**src/rtl/fp_shift_pkg.sv**
```systemverilog
// Shared definitions for the approximate-FP shifter blocks: FSM state
// encoding and helpers that derive stage count and shift-count width
// from the mantissa width.
package fp_shift_pkg;

  typedef enum logic [1:0] {
    ST_IDLE  = 2'd0,
    ST_SHIFT = 2'd1,
    ST_DONE  = 2'd2
  } state_e;

  // Number of binary shift stages needed to cover a WIDTH-bit word.
  function automatic int stages_for(input int width);
    return $clog2(width);
  endfunction

  // A shift count must represent 0..WIDTH inclusive.
  function automatic int lz_width(input int width);
    return $clog2(width) + 1;
  endfunction

  localparam int DEFAULT_WIDTH = 32;
  localparam int LZ_W          = lz_width(DEFAULT_WIDTH);

endpackage

```
**src/rtl/seq_norm_lshifter_norm_stage.sv**
```systemverilog
// Combinational single binary stage of the normalizing left shifter.
// Shifts the word left by 2^k when its top 2^k bits are all zero.
// With NORM_LIMIT_EN defined, the shift is also refused when it would
// push the accumulated count past the captured limit.
module norm_stage
  import fp_shift_pkg::*;
#(
  parameter int WIDTH  = 32,
  parameter int STAGES = stages_for(WIDTH),
  parameter int K_W    = (STAGES > 1) ? $clog2(STAGES) : 1
) (
  input  logic [WIDTH-1:0]  data_i,
  input  logic [K_W-1:0]    k_i,
  input  logic [STAGES:0]   count_i,
`ifdef NORM_LIMIT_EN
  input  logic [STAGES:0]   limit_i,
`endif
  output logic [WIDTH-1:0]  data_o,
  output logic [STAGES:0]   count_o,
  output logic              take_o
);

  localparam int CW = STAGES + 1;

  logic [CW-1:0]    step;
  logic [WIDTH-1:0] lead_mask;
  logic             lead_zero;
`ifdef NORM_LIMIT_EN
  logic [CW:0]      sum_wide;
`endif

  // Decide whether this stage shifts, then produce the shifted word/count.
  always_comb begin
    step      = CW'(1) << k_i;
    lead_mask = ~({WIDTH{1'b1}} >> step);
    lead_zero = ((data_i & lead_mask) == '0);
`ifdef NORM_LIMIT_EN
    // Extra bit so count+step cannot wrap before the limit compare.
    sum_wide  = {1'b0, count_i} + {1'b0, step};
    take_o    = lead_zero && (sum_wide <= {1'b0, limit_i});
    count_o   = take_o ? sum_wide[CW-1:0] : count_i;
`else
    take_o    = lead_zero;
    count_o   = take_o ? (count_i + step) : count_i;
`endif
    data_o    = take_o ? (data_i << step) : data_i;
  end

endmodule

```
**src/rtl/seq_norm_lshifter.sv**
```systemverilog
// Multi-cycle normalizing logical left shifter. One binary stage
// (2^k, k = STAGES-1 down to 0) is evaluated per cycle, so the shifter
// is a single WIDTH-bit mux layer reused across cycles.
// Optional feature macro: NORM_LIMIT_EN (adds max_shift input that caps
// the applied shift, for denormal-style partial normalization).
//
// Handshake: a transfer happens on a rising clk edge where valid and
// ready are both high. in_ready is high only in IDLE; out_valid is high
// only in DONE and, once high, out/lz_count/zero stay stable until the
// transfer with out_ready. in_valid while busy is ignored; the source
// holds its word.
module seq_norm_lshifter
  import fp_shift_pkg::*;
#(
  parameter int WIDTH  = 32,
  parameter int STAGES = stages_for(WIDTH)
) (
  input  logic              clk,
  input  logic              rst_n,
  input  logic              in_valid,
  output logic              in_ready,
  input  logic [WIDTH-1:0]  in,
  output logic              out_valid,
  input  logic              out_ready,
  output logic [WIDTH-1:0]  out,
  output logic [STAGES:0]   lz_count,
  output logic              zero,
`ifdef NORM_LIMIT_EN
  input  logic [STAGES:0]   max_shift,
`endif
  output logic [1:0]        dbg_state
);

  localparam int CW  = STAGES + 1;
  localparam int K_W = (STAGES > 1) ? $clog2(STAGES) : 1;

  state_e           state_q;
  logic [WIDTH-1:0] work_q;
  logic [CW-1:0]    count_q;
  logic [K_W-1:0]   k_q;
  logic             src_zero_q;
  logic [WIDTH-1:0] out_q;
  logic [CW-1:0]    lz_q;
  logic             zero_q;
  logic             out_valid_q;
  logic             in_ready_q;
`ifdef NORM_LIMIT_EN
  logic [CW-1:0]    limit_q;
`endif

  logic [WIDTH-1:0] work_d;
  logic [CW-1:0]    count_d;
  logic             take_d;
  logic [CW-1:0]    lz_d;

  norm_stage #(
    .WIDTH  (WIDTH),
    .STAGES (STAGES),
    .K_W    (K_W)
  ) u_stage (
    .data_i  (work_q),
    .k_i     (k_q),
    .count_i (count_q),
`ifdef NORM_LIMIT_EN
    .limit_i (limit_q),
`endif
    .data_o  (work_d),
    .count_o (count_d),
    .take_o  (take_d)
  );

  // Reported shift amount: an all-zero word reports the full width
  // (capped by the limit when present) rather than the raw stage sum.
  always_comb begin
    lz_d = count_q;
    if (src_zero_q) begin
`ifdef NORM_LIMIT_EN
      lz_d = (limit_q < CW'(WIDTH)) ? limit_q : CW'(WIDTH);
`else
      lz_d = CW'(WIDTH);
`endif
    end
  end

  // Control FSM with registered handshake and result outputs.
  // The result registers load on the first DONE cycle, so out_valid
  // rises STAGES+1 edges after the accepting edge.
  always_ff @(posedge clk or negedge rst_n) begin
    if (!rst_n) begin
      state_q     <= ST_IDLE;
      work_q      <= '0;
      count_q     <= '0;
      k_q         <= '0;
      src_zero_q  <= 1'b0;
      out_q       <= '0;
      lz_q        <= '0;
      zero_q      <= 1'b0;
      out_valid_q <= 1'b0;
      in_ready_q  <= 1'b1;
`ifdef NORM_LIMIT_EN
      limit_q     <= '0;
`endif
    end else begin
      case (state_q)
        ST_IDLE: begin
          if (in_valid && in_ready_q) begin
            work_q     <= in;
            count_q    <= '0;
            k_q        <= K_W'(STAGES - 1);
            src_zero_q <= (in == '0);
`ifdef NORM_LIMIT_EN
            limit_q    <= max_shift;
`endif
            in_ready_q <= 1'b0;
            state_q    <= ST_SHIFT;
          end
        end
        ST_SHIFT: begin
          work_q  <= work_d;
          count_q <= count_d;
          if (k_q == '0) begin
            state_q <= ST_DONE;
          end else begin
            k_q <= k_q - K_W'(1);
          end
        end
        ST_DONE: begin
          if (!out_valid_q) begin
            out_q       <= work_q;
            lz_q        <= lz_d;
            zero_q      <= src_zero_q;
            out_valid_q <= 1'b1;
          end else if (out_ready) begin
            out_valid_q <= 1'b0;
            in_ready_q  <= 1'b1;
            state_q     <= ST_IDLE;
          end
        end
        default: begin
          state_q     <= ST_IDLE;
          out_valid_q <= 1'b0;
          in_ready_q  <= 1'b1;
        end
      endcase
    end
  end

  // take_d is internal to the stage decision; keep it observable for
  // debug alongside the state.
  logic take_unused;
  assign take_unused = take_d;

  assign in_ready  = in_ready_q;
  assign out_valid = out_valid_q;
  assign out       = out_q;
  assign lz_count  = lz_q;
  assign zero      = zero_q;
  assign dbg_state = state_q;

endmodule

```
**config.mk**
```make
export PLATFORM = sky130hd
export DESIGN_NAME = seq_norm_lshifter
export DESIGN_NICKNAME = d
export VERILOG_FILES = /design/src/rtl/fp_shift_pkg.sv /design/src/rtl/seq_norm_lshifter_norm_stage.sv /design/src/rtl/seq_norm_lshifter.sv
export SDC_FILE = /design/constraint.sdc
export NUM_CORES = 1
export LEC_CHECK = 0
export CORE_MARGIN = 1
export CORE_UTILIZATION = 35
export DETAILED_ROUTE_END_ITERATION = 16
export GPL_TIMING_DRIVEN = 0
export PLACE_DENSITY_LB_ADDON = 0.3
export SYNTH_ARGS = -nofsm -noshare
export SYNTH_HDL_FRONTEND = slang
export SYNTH_SLANG_ARGS = --single-unit
```
**constraint.sdc**
```tcl
create_clock -name clk -period 2.87 [get_ports clk]
set_clock_uncertainty 0.2 [all_clocks]
set_input_delay 0.4305 -clock clk [delete_from_list [all_inputs] [get_ports clk]]
set_output_delay 0.4305 -clock clk [all_outputs]
set_load 0.05 [all_outputs]
```
==> metrics.txt <==
Syn Area/Cell between 9 and 10 um2; Peak VDD IR 0.0004513 V; Hold Vio Cnt, Final 0; power per cell area 1163 nW/um2; outcome complete, but fails checks; Final Wtd Congestion 0.9411; number of global-route vias before repair 5775; initial core utilization roughly 36%; Seq/Total Area, Yosys 36.94%; Synth Flop Type dfrtp_1; combinational share of power between 60 and 70%; async set or reset register ratio after synthesis 100.0%; Final Max Tran Viols 0; CTS tree built; initial DRC count between 500 and 600; met3 Resource Use GR around 5.5%; Clk pwr share 13.2%; IO Port Bufs 78; 1st-pass router iterations 6; Setup-failing EPs final 12; first-pass GRT wire length approximately 37000 um; Layout area overhead 50.51%; flop and latch count out of synthesis between 80 and 90; worst path required time 2.91 ns; critical path class flop to flop; FP Rows 46; filler cell count 1441; Final WS setup -0.09064 ns; crit path launch type flop; Max Fclk 0.3378 GHz; die area 16980 um2; Synth Warn # 0; setup slack at placement -1.220 ns; Final #Nets around 800; netlist area before placement 5762 um2; detailed-route via count just under 6k; chip width 130.3 um; Worst-Skew Late Latency 0.36 ns; Global Route Usage Sum 30.12%; fin crit share 103.2%; Syn Nets 661; failing checks negative setup slack; crit path time final about 3.0 ns; Inserted Diodes 0; crit end category flop; Switching Share between 40% and 50%; initial antenna violation count 0; Synth cell types 60; Max-Cap Viols 0; arrival time of the worst setup path ~3.0 ns; worst rel slew slack 43.81%; Die Y approximately 130 um; post-route ant nets 0; EDFF count, synth 0; Clk pin slew, worst setup/hold paths 0.07 ns; Post-DP HPWL 17950 um; layout cells sized above 1 between 30% and 40%; RSZ-0062 raised after global routing true; Int Power 5.311 mW; CTS H-tree lvls 3; grt total ovfl 0; hold slack slightly above 0.3 ns; Hold Crit Class flop to flop; DR vias/cell 6.104; largest net degree at the start of global routing 44; Routed WL 25180 um; non-filler cells in the finished layout 968; part of the power in registers a little under a quarter; # placed instances 908; post-synthesis instance total 613; GR Util met1 40.12%; clk sink count 85; Core ar. 16000 um2; cts bufs inserted 9; I/O pins 79; Slew @ Worst Pin between 0.8 and 0.9 ns; Worst Path Max Fanout 4; CTS Root Buffer Type clkbuf_16; drt drc 0; routed length per placed instance 26.01 um; Bufs on Longest Clock Path 2; Sum Neg Setup Slack -0.4700 ns; Psw between 4 and 5 mW; global-route met2 utilization 47.68%; Leak roughly 3.5 nW; grt peak-use layer met2
## critical path: stages, from the launching register on
cell,delay (ns)
dfrtp_2,0.44
ha_4,0.19
nor2b_4,0.12
buf_6,0.13
inv_8,0.08
buf_12,0.12
mux4_2,0.55
mux2i_2,0.23
nor2_2,0.08
o311ai_4,0.32
nand2_1,0.11
mux2_4,0.27
## cells by family after synthesis
kind of cell | count (synthesis) | share of synthesized area, %
and+or+nand+nor | 181 | 14.40
AOI/OAI and AO/OA | 165 | 18.91
muxes | 95 | 21.37
DFF | 85 | 36.94
buffers and inverters | 72 | 5.190
adders and majority gates | 12 | 2.736
xor gates and xnor gates | 3 | 0.4561
## path summary, 6_finish.rpt
| check | from | end | slack (ns) | depth (start not counted) |
|---|---|---|---|---|
| max in group asynchronous | rst_n | in_ready$_DFFE_PN1P_ | 1.36 | 3 |
| hold / removal | out[27]$_DFFE_PN0P_ | out[27]$_DFFE_PN0P_ | 0.31 | 1 |
| setup / recovery | k_q[0]$_DFFE_PN0P_ | work_q[31]$_DFFE_PN0P_ | -0.09 | 11 |
| hold reg to reg | out[27]$_DFFE_PN0P_ | out[27]$_DFFE_PN0P_ | 0.31 | 1 |
| min in group asynchronous | rst_n | work_q[16]$_DFFE_PN0P_ | 0.42 | 2 |
| setup reg to reg | k_q[0]$_DFFE_PN0P_ | work_q[31]$_DFFE_PN0P_ | -0.09 | 11 |
## power groups by stage
stage                     clock network (mW)  logic, mW  registers (mW)
after global placement                     0       4.70            2.23
after global routing                    1.40       6.76            2.36
after detailed placement                   0       4.69            2.24
after CTS                               1.36       5.73            2.23
after floorplan                            0       2.64            2.59
final                                   1.33       6.45            2.31
## registers in the layout (all words and copies together) (netlist names)
register	cells
work_q	32
lz_count	6
out	32
out_valid	1
count_q	6
dbg_state	2
zero	1
k_q	3
src_zero_q	1
in_ready	1
## metrics by stage
stage	util, %	power, mW	area, um2
2_1_floorplan	-	5.231	5802
6_report	54.20	10.09	8672
4_1_cts	49.96	9.320	7994
3_3_place_gp	42.83	6.927	6853
5_1_grt	54.20	10.52	8672
3_5_place_dp	42.99	6.930	6878
## cell type report
cell class	count	area (um2)	area share [%]
Multi-Input combinational cell	456	4063	46.85
Clock inverter	6	91.34	1.053
Timing Repair Buffer	127	1323	15.25
Inverter	22	95.09	1.097
Tap cell	216	270.3	3.116
Sequential cell	85	2130	24.56
Clock buffer	10	239.0	2.756
Buffer	46	461.7	5.324
## cells in the final DEF (no fill, tap or decap), drive strengths merged, types with 3 or more instances in the layout
| cell | instances |
|---|---|
| dfrtp | 84 |
| clkdlybuf4s50 | 77 |
| buf | 71 |
| nor2 | 63 |
| nand2 | 54 |
| a21oi | 52 |
| mux2 | 44 |
| clkbuf | 34 |
| mux2i | 33 |
| o21ai | 28 |
| inv | 25 |
| mux4 | 18 |
| a22oi | 16 |
| nor4 | 14 |
| nand3 | 12 |
| ha | 11 |
| a31oi | 11 |
| nor3 | 8 |
| nand3b | 6 |
| o22a | 6 |
| a222oi | 6 |
| nand2b | 6 |
| nand4 | 4 |
| o211ai | 4 |
| o31ai | 4 |
| o22ai | 4 |
| o221ai | 4 |
| nor2b | 4 |
| a221oi | 4 |
| a211oi | 4 |
| a21o | 3 |
| and3 | 3 |
## cells in the mapped netlist, types with 6 or more instances
cell type   n  area [um2]
clkbuf_1   26       97.59
a21oi_1    52       260.3
o22a_1      6       52.55
ha_1       11       137.6
mux4_2     18       405.4
buf_2      15       75.07
nand3b_1    6       45.04
mux2_2     44       495.5
nand3_1    12       60.06
nor2_1     63       236.5
nor4_1     14       87.58
o21ai_0    28       140.1
nand2_1    54       202.7
a31oi_1    11       68.82
mux2i_1    33       330.3
buf_1       7       26.28
a222oi_1    6       60.06
a22oi_1    16       120.1
inv_1      20       75.07
dfrtp_1    84        2102
nand2b_1    6       37.54
nor3_1      8       40.04
## timing repair
item / in CTS / in global routing
hold endpoints to repair: 42 / 0
pin swaps: 22 / 24
cloned: 1 / 4
gates resized for setup: 125 / 140
setup buffers: 31 / 12
setup endpoints to repair: 43 / 41
hold buffers: 1 / 0
## routing by layer
metal  share of wire (%)  vias up
met2                  47      275
met3                 6.3       68
met1                  43     3002
met4                 3.8        0
met5                   0        -
li1                    -     2564
No activity file was read; power rests on OpenSTA's default activity.
